`config.mk`:
```
export PLATFORM = sky130hd
export DESIGN_NAME = dnn2ami_req_arbiter
export DESIGN_NICKNAME = d
export VERILOG_FILES = /design/src/rtl/dnn2ami_req_arbiter_pkg.sv /design/src/rtl/dnn2ami_req_arbiter.sv
export SDC_FILE = /design/constraint.sdc
export NUM_CORES = 1
export LEC_CHECK = 0
export CAP_MARGIN = 20
export CORE_AREA = 2 2 145 147
export CTS_CLUSTER_DIAMETER = 100
export DETAILED_ROUTE_END_ITERATION = 8
export DIE_AREA = 0 0 147 149
export PLACE_DENSITY = 0.7
export SKIP_CTS_REPAIR_TIMING = 1
export SYNTH_ARGS = -nofsm -noshare
export SYNTH_HDL_FRONTEND = slang
export SYNTH_SLANG_ARGS = --single-unit
```
`constraint.sdc`:
```
create_clock -name clk -period 13.49 [get_ports clk]
set_clock_uncertainty 0.2 [all_clocks]
set_input_delay 2.698 -clock clk [delete_from_list [all_inputs] [get_ports clk]]
set_output_delay 2.698 -clock clk [all_outputs]
set_load 0.005 [all_outputs]
```
`src/rtl/dnn2ami_req_arbiter_pkg.sv`:
```
// Shared AMI types for the DNN memory channel: request payload and arbiter state encoding.
package dnn2ami_req_arbiter_pkg;

    typedef struct packed {
        logic        valid;
        logic        is_write;
        logic [47:0] addr;
        logic [63:0] data;
        logic [7:0]  size;
    } AMIRequest;

    typedef enum logic [1:0] {
        IDLE,
        OWN_RD,
        OWN_WR
    } ArbState;

endpackage

```
`src/rtl/dnn2ami_req_arbiter.sv`:
```
// Burst-aware round-robin arbiter sharing one AMI request port between the DNN read and write sequencers.
// Optional statistics counters are enabled with `define DNN2AMI_ARB_STATS_EN.
module dnn2ami_req_arbiter
    import dnn2ami_req_arbiter_pkg::*;
#(
    parameter int unsigned MAX_BURST = 4,
    parameter bit          WR_FIRST  = 1'b1,
    parameter int unsigned CNT_W     = $clog2(MAX_BURST + 1)
) (
    input  logic             clk,
    input  logic             rst,
    input  logic             rd_reqValid,
    input  AMIRequest        rd_reqOut,
    output logic             rd_reqOut_grant,
    input  logic             wr_reqValid,
    input  AMIRequest        wr_reqOut,
    output logic             wr_reqOut_grant,
    output logic             reqValid,
    output AMIRequest        reqOut,
    input  logic             reqOut_grant,
`ifdef DNN2AMI_ARB_STATS_EN
    output logic [31:0]      stat_rd_grants,
    output logic [31:0]      stat_wr_grants,
    output logic [31:0]      stat_stall_cycles,
`endif
    output logic             arb_busy
);

    localparam logic [CNT_W-1:0] MAX_CNT = CNT_W'(MAX_BURST);
    localparam logic [CNT_W-1:0] ONE_CNT = CNT_W'(1);

    ArbState          state_q, state_d;
    logic [CNT_W-1:0] burst_cnt_q, burst_cnt_d;
    logic             out_valid_q, out_valid_d;
    AMIRequest        out_req_q, out_req_d;

    logic load;
    logic grant_rd;
    logic grant_wr;
    logic [CNT_W-1:0] burst_inc;

    assign load      = !out_valid_q || reqOut_grant;
    assign burst_inc = (burst_cnt_q < MAX_CNT) ? burst_cnt_q + ONE_CNT : MAX_CNT;

    // NOTE: every signal written here gets a default first so no path leaves it unassigned (no latches).
    always_comb begin
        grant_rd    = 1'b0;
        grant_wr    = 1'b0;
        state_d     = state_q;
        burst_cnt_d = burst_cnt_q;
        out_valid_d = out_valid_q;
        out_req_d   = out_req_q;

        if (load) begin
            case (state_q)
                OWN_WR: begin
                    if (wr_reqValid && (burst_cnt_q < MAX_CNT || !rd_reqValid)) grant_wr = 1'b1;
                    else if (rd_reqValid)                                       grant_rd = 1'b1;
                end
                OWN_RD: begin
                    if (rd_reqValid && (burst_cnt_q < MAX_CNT || !wr_reqValid)) grant_rd = 1'b1;
                    else if (wr_reqValid)                                       grant_wr = 1'b1;
                end
                default: begin
                    if (wr_reqValid && rd_reqValid) begin
                        grant_wr = WR_FIRST;
                        grant_rd = !WR_FIRST;
                    end else begin
                        grant_wr = wr_reqValid;
                        grant_rd = rd_reqValid;
                    end
                end
            endcase

            // Keeping the tenure extends the burst; switching or leaving IDLE restarts it at one.
            if (grant_wr) begin
                state_d     = OWN_WR;
                burst_cnt_d = (state_q == OWN_WR) ? burst_inc : ONE_CNT;
                out_req_d   = wr_reqOut;
            end else if (grant_rd) begin
                state_d     = OWN_RD;
                burst_cnt_d = (state_q == OWN_RD) ? burst_inc : ONE_CNT;
                out_req_d   = rd_reqOut;
            end else begin
                state_d     = IDLE;
                burst_cnt_d = '0;
            end
            out_valid_d = grant_wr || grant_rd;
        end
    end

    // NOTE: sequential state uses non-blocking assignments so all flops update together at the edge.
    always_ff @(posedge clk or posedge rst) begin
        if (rst) begin
            state_q     <= IDLE;
            burst_cnt_q <= '0;
            out_valid_q <= 1'b0;
            out_req_q   <= '0;
        end else begin
            state_q     <= state_d;
            burst_cnt_q <= burst_cnt_d;
            out_valid_q <= out_valid_d;
            out_req_q   <= out_req_d;
        end
    end

    assign rd_reqOut_grant = grant_rd && !rst;
    assign wr_reqOut_grant = grant_wr && !rst;
    assign reqValid        = out_valid_q;
    assign reqOut          = out_req_q;
    assign arb_busy        = out_valid_q || rd_reqValid || wr_reqValid;

`ifdef DNN2AMI_ARB_STATS_EN
    logic [31:0] stat_rd_q, stat_rd_d;
    logic [31:0] stat_wr_q, stat_wr_d;
    logic [31:0] stat_stall_q, stat_stall_d;

    always_comb begin
        stat_rd_d    = stat_rd_q    + {31'd0, rd_reqOut_grant};
        stat_wr_d    = stat_wr_q    + {31'd0, wr_reqOut_grant};
        stat_stall_d = stat_stall_q + {31'd0, out_valid_q && !reqOut_grant};
    end

    always_ff @(posedge clk or posedge rst) begin
        if (rst) begin
            stat_rd_q    <= '0;
            stat_wr_q    <= '0;
            stat_stall_q <= '0;
        end else begin
            stat_rd_q    <= stat_rd_d;
            stat_wr_q    <= stat_wr_d;
            stat_stall_q <= stat_stall_d;
        end
    end

    assign stat_rd_grants    = stat_rd_q;
    assign stat_wr_grants    = stat_wr_q;
    assign stat_stall_cycles = stat_stall_q;
`endif

endmodule

```
Word level (Yosys, flattened, before mapping)
Cells that the tools add are included.
{ "word_totals": {"word_cells": 52, "regBits": 128, "output_inout_bits": 126, "inputBits": 249} }
{ "op_classes": {"reduce_logical": 17, "n_lt_le_gt_ge": 1, "addsub": 1, "n_mux": 23, "eq_ne": 2} }
{ "op_table": {"columns": ["operator", "count"], "rows": [
  ["$mux W122", 2],
  ["$mux W3", 5],
  ["$mux W1", 13],
  ["$logic_or A1 B1 Y1", 6],
  ["$logic_and A1 B1 Y1", 5],
  ["$logic_not A1 Y1", 4],
  ["$pmux W1 S2", 2],
  ["$add A3 B1 Y3 const B", 1],
  ["$lt A3 B3 Y1 const B", 1],
  ["$eq A2 B1 Y1 const B", 1],
  ["$eq A2 B2 Y1 const B", 1],
  ["$mux W2", 1],
  ["$reduce_and A2 Y1", 1],
  ["$reduce_bool A2 Y1", 1]
]} }

Logic depth before layout (Yosys ltp)
{ "logic_depth": {"word_depth": 8, "mapped_depth": 9, "depth_no_buf": 6} }

Worst setup path before layout
OpenSTA, ideal clock, no wires.
{ "synth_path": {"path_kind": "in2out", "startpoint": "input wr_reqValid", "endpoint": "output rd_reqOut_grant", "slack_ns": 7.266, "arrival_time_ns": 3.326, "cell_stages": 5, "required_time_ns": 10.592, "path_buffers": 1, "cell_sequence": "buf_2 nor2b_1 nor2_1 o211ai_1 nor3_1"} }
{ "synth_via": {"elab_chain_len": 8, "word_cells_on_any_way": 12, "cone_classes": "mux (6); reduce/logical (6)"} }
{ "synth_rtl": {"columns": ["element", "line_no", "rtl"], "rows": [
  ["start, declared", "dnn2ami_req_arbiter.sv:15", "input logic wr_reqValid,"],
  ["$logic_not A1 Y1", "dnn2ami_req_arbiter.sv:61", "if (rd_reqValid && (burst_cnt_q < MAX_CNT || !wr_reqValid)) grant_rd = 1'b1;"],
  ["$logic_or A1 B1 Y1", "dnn2ami_req_arbiter.sv:61", null],
  ["$logic_and A1 B1 Y1", "dnn2ami_req_arbiter.sv:61", null],
  ["$mux W1", "dnn2ami_req_arbiter.sv:61", null],
  ["$pmux W1 S2 (*)", "dnn2ami_req_arbiter.sv:55", "case (state_q)"],
  ["$mux W1 (*) (2 in series)", "dnn2ami_req_arbiter.sv:54", "if (load) begin"],
  ["$logic_and A1 B1 Y1 (*)", "dnn2ami_req_arbiter.sv:107", "assign rd_reqOut_grant = grant_rd && !rst;"],
  ["end, declared", "dnn2ami_req_arbiter.sv:14", "output logic rd_reqOut_grant,"]
]} }
Mark *: on every way between the ends. The rest lies on a longest branch, timed or not. The select of a mux whose other input is x is not followed.

Final worst setup path
{ "layout_path": {"startpoint": "input rd_reqValid", "endpoint": "output wr_reqOut_grant"} }
{ "layout_via": {"elab_chain_len": 8, "word_cells_on_any_way": 12, "cone_classes": "mux (6); reduce/logical (6)"} }
{ "layout_rtl": {"columns": ["element", "line_no", "rtl"], "rows": [
  ["start, declared", "dnn2ami_req_arbiter.sv:12", "input logic rd_reqValid,"],
  ["$logic_not A1 Y1", "dnn2ami_req_arbiter.sv:57", "if (wr_reqValid && (burst_cnt_q < MAX_CNT || !rd_reqValid)) grant_wr = 1'b1;"],
  ["$logic_or A1 B1 Y1", "dnn2ami_req_arbiter.sv:57", null],
  ["$logic_and A1 B1 Y1", "dnn2ami_req_arbiter.sv:57", null],
  ["$mux W1", "dnn2ami_req_arbiter.sv:57", null],
  ["$pmux W1 S2 (*)", "dnn2ami_req_arbiter.sv:55", null],
  ["$mux W1 (*) (2 in series)", "dnn2ami_req_arbiter.sv:54", null],
  ["$logic_and A1 B1 Y1 (*)", "dnn2ami_req_arbiter.sv:108", "assign wr_reqOut_grant = grant_wr && !rst;"],
  ["end, declared", "dnn2ami_req_arbiter.sv:17", "output logic wr_reqOut_grant,"]
]} }
Marks and branches as above.

==> flow_summary.yaml <==
power_and_ir_drop:
  vdd_drop_max_v: 0.000123
  powerDensity_nw_per_um2: 207
  p_leak_nw: 5.24
  power_mw: 2.32
floorplan:
  die_area_um2: 21900
  ios: 375
  rows: 53
  core_area_um2: 20600
  start_util_pct: 32.5
  die-width_um: 147
  die_h_um: 149
timing:
  slew-limit-headroom_pct: 32.4
  hold_viol: 0
  holdWs_ps: 325
  fin_ws_ps: 6080
  setup_viol: 0
  final.setup.tns_ps: 0
  drv_slew: 0
  rsz0062_at_grt: "no"
  min_period_ps: 7410
  tightest_slew_ps: 1010
  fmax_ghz: 0.135
  period_share_pct: 54.9
cts:
  root_buffer: "clkbuf_16"
  cts_max_path_buffers: 2
  cts_inserted_buffers: 17
  clock_sinks: 128
  cts_tree: "done"
  clk_pin_slew_ps: 60
  clock_latency_ps: 410
  ctsHtreeMaxLevel: 4
global_route:
  grt_max_degree: 72
  grt_pass1_wl_um: 33200
  grt_overflow: 0
  grt.total_usage_pct: 19.2
  grt_pass1_vias: 6210
  antenna_found_initial: 0
synthesis:
  syn_inst: 708
  synth_area_um2: 6690
  ys_seq_elements: 128
  synth_nets: 960
  synthFlopType: "dfrtp_1"
  synthArstFlopShare_pct: 100
  synth_cell_types: 31
  synth_warnings: 0
  syn_avg_cell_area_um2: 9.44
  yosysSeqAreaShare_pct: 47.9
  synth-edff-count: 0
run_status:
  outcome: "complete, no violations"
placed_design:
  hpwl_um: 15300
  preCtsSetupSlack_ps: 6130
  place.gp.congestion: 0.828
  portBuffers: 374
  place_inst: 1318
final_layout:
  final_cell_mix: "clkdlybuf4s50_1 (374), inv_1 (247), nor2_1 (129), dfrtp_1 (128), a221oi_2 (70)"
  drive_gt1_share_pct: 10.2
  diodes: 0
  area_delta_synth_final_pct: 67.6
  nets: 1314
  layout_commonest_cell: "clkdlybuf4s50_1"
  fin_cells: 1349
detailed_routing:
  drc_errors: 0
  drtPass1Iterations: 4
  vias: 6234
  viasPerCell: 4.62
  drt-initial-drc-count: 246
  wl_per_cell_um: 15.8
  ant_nets: 0
  wl_um: 21300
setup_path:
  arrival_ps: 4510
  path_max_fanout: 8
  cp-start-kind: "primary input"
  crit_path_end_kind: "output port"
  reg2reg_from: "state_q[0]"
  critPathLaunch: "rd_reqValid"
  cp.required_ps: 10590
  crit_type: "in2out"
job:
  maxCapViolCount: 0
hold_path:
  hold_path_class: "reg2reg"
  min_from: "state_q[0]"
-- cell type report --
class | count | area [µm²]
fill | 1856 | 9350
timing repair buffer | 379 | 3780
sequential | 128 | 3200
multi-input combinational | 288 | 2290
inverter | 248 | 936
clock buffer | 19 | 443
tap | 275 | 344
clock inverter | 12 | 208
-- sequential cells by signal (all words and copies together) (netlist names) --
name and count:
burst_cnt_q 3, reqOut 122, state_q 2, reqValid 1
-- report_power, final --
group / switching, mW / internal [mW] / total [mW]
clock network: 0.181 / 0.334 / 0.515
logic: 0.506 / 0.615 / 1.12
registers: 0.104 / 0.580 / 0.683
-- worst paths after layout --
check / to / slack, ps / cells past startpoint
worst max-delay path: wr_reqOut_grant / 6080 / 5
worst min-delay path: state_q[0] / 320 / 1
worst max register to register: reqOut[10] / 9850 / 8
worst min register to register: state_q[0] / 320 / 1
max in group asynchronous: reqOut[20] / 9170 / 3
min in group asynchronous: reqValid / 2600 / 2
-- synthesized netlist by cell type, types with 2 or more instances --
library cell | count | share of area [%]
inv_1 | 248 | 14
nor2_1 | 129 | 7.2
dfrtp_1 | 128 | 48
a221oi_2 | 70 | 16
a221oi_1 | 52 | 6.8
buf_2 | 18 | 1.3
clkbuf_1 | 13 | 0.73
buf_6 | 11 | 1.9
nor3_1 | 4 | 0.30
a21oi_1 | 3 | 0.22
ha_1 | 3 | 0.56
nor2b_1 | 3 | 0.28
o211ai_1 | 3 | 0.34
a21o_1 | 2 | 0.22
nand3_1 | 2 | 0.15
nor3_4 | 2 | 0.49
o2111a_1 | 2 | 0.34
o21ai_0 | 2 | 0.15
-- routing by layer --
layer	share of wire [%]	global-route usage (%)	vias up
met4	1.5	5.10	0
met1	41	23.6	2958
met3	9.1	6.70	20
li1	-	-	2987
met2	49	32.4	269
met5	0	0	-
-- cells by family (layout without fill, tap and decap cells) --
logic type               count (synthesis)  count (layout)  share of synthesized area (%)
flip-flops                             128             128                           47.9
AND/OR/NAND/NOR                        145             145                           8.95
buffers and inverters                  292             658                           18.0
adder cells (fa/ha/maj)                  3               3                          0.562
multiplexers                             1               1                          0.168
AO/OA/AOI/OAI                          139             139                           24.4
-- worst max-delay path: stages --
cell,delay (ps)
clkdlybuf4s50_1,550
a21boi_0,340
o211ai_1,190
nor3_1,190
clkdlybuf4s50_1,540
-- metrics by stage --
stage	cell area [µm²]	utilization, %
2_1_floorplan	6690	-
3_3_place_gp	10600	51.3
3_5_place_dp	10600	51.3
6_report	11200	54.5
5_1_grt	11200	54.5
4_1_cts	11200	54.5
Power figures use the tool's default switching activity.
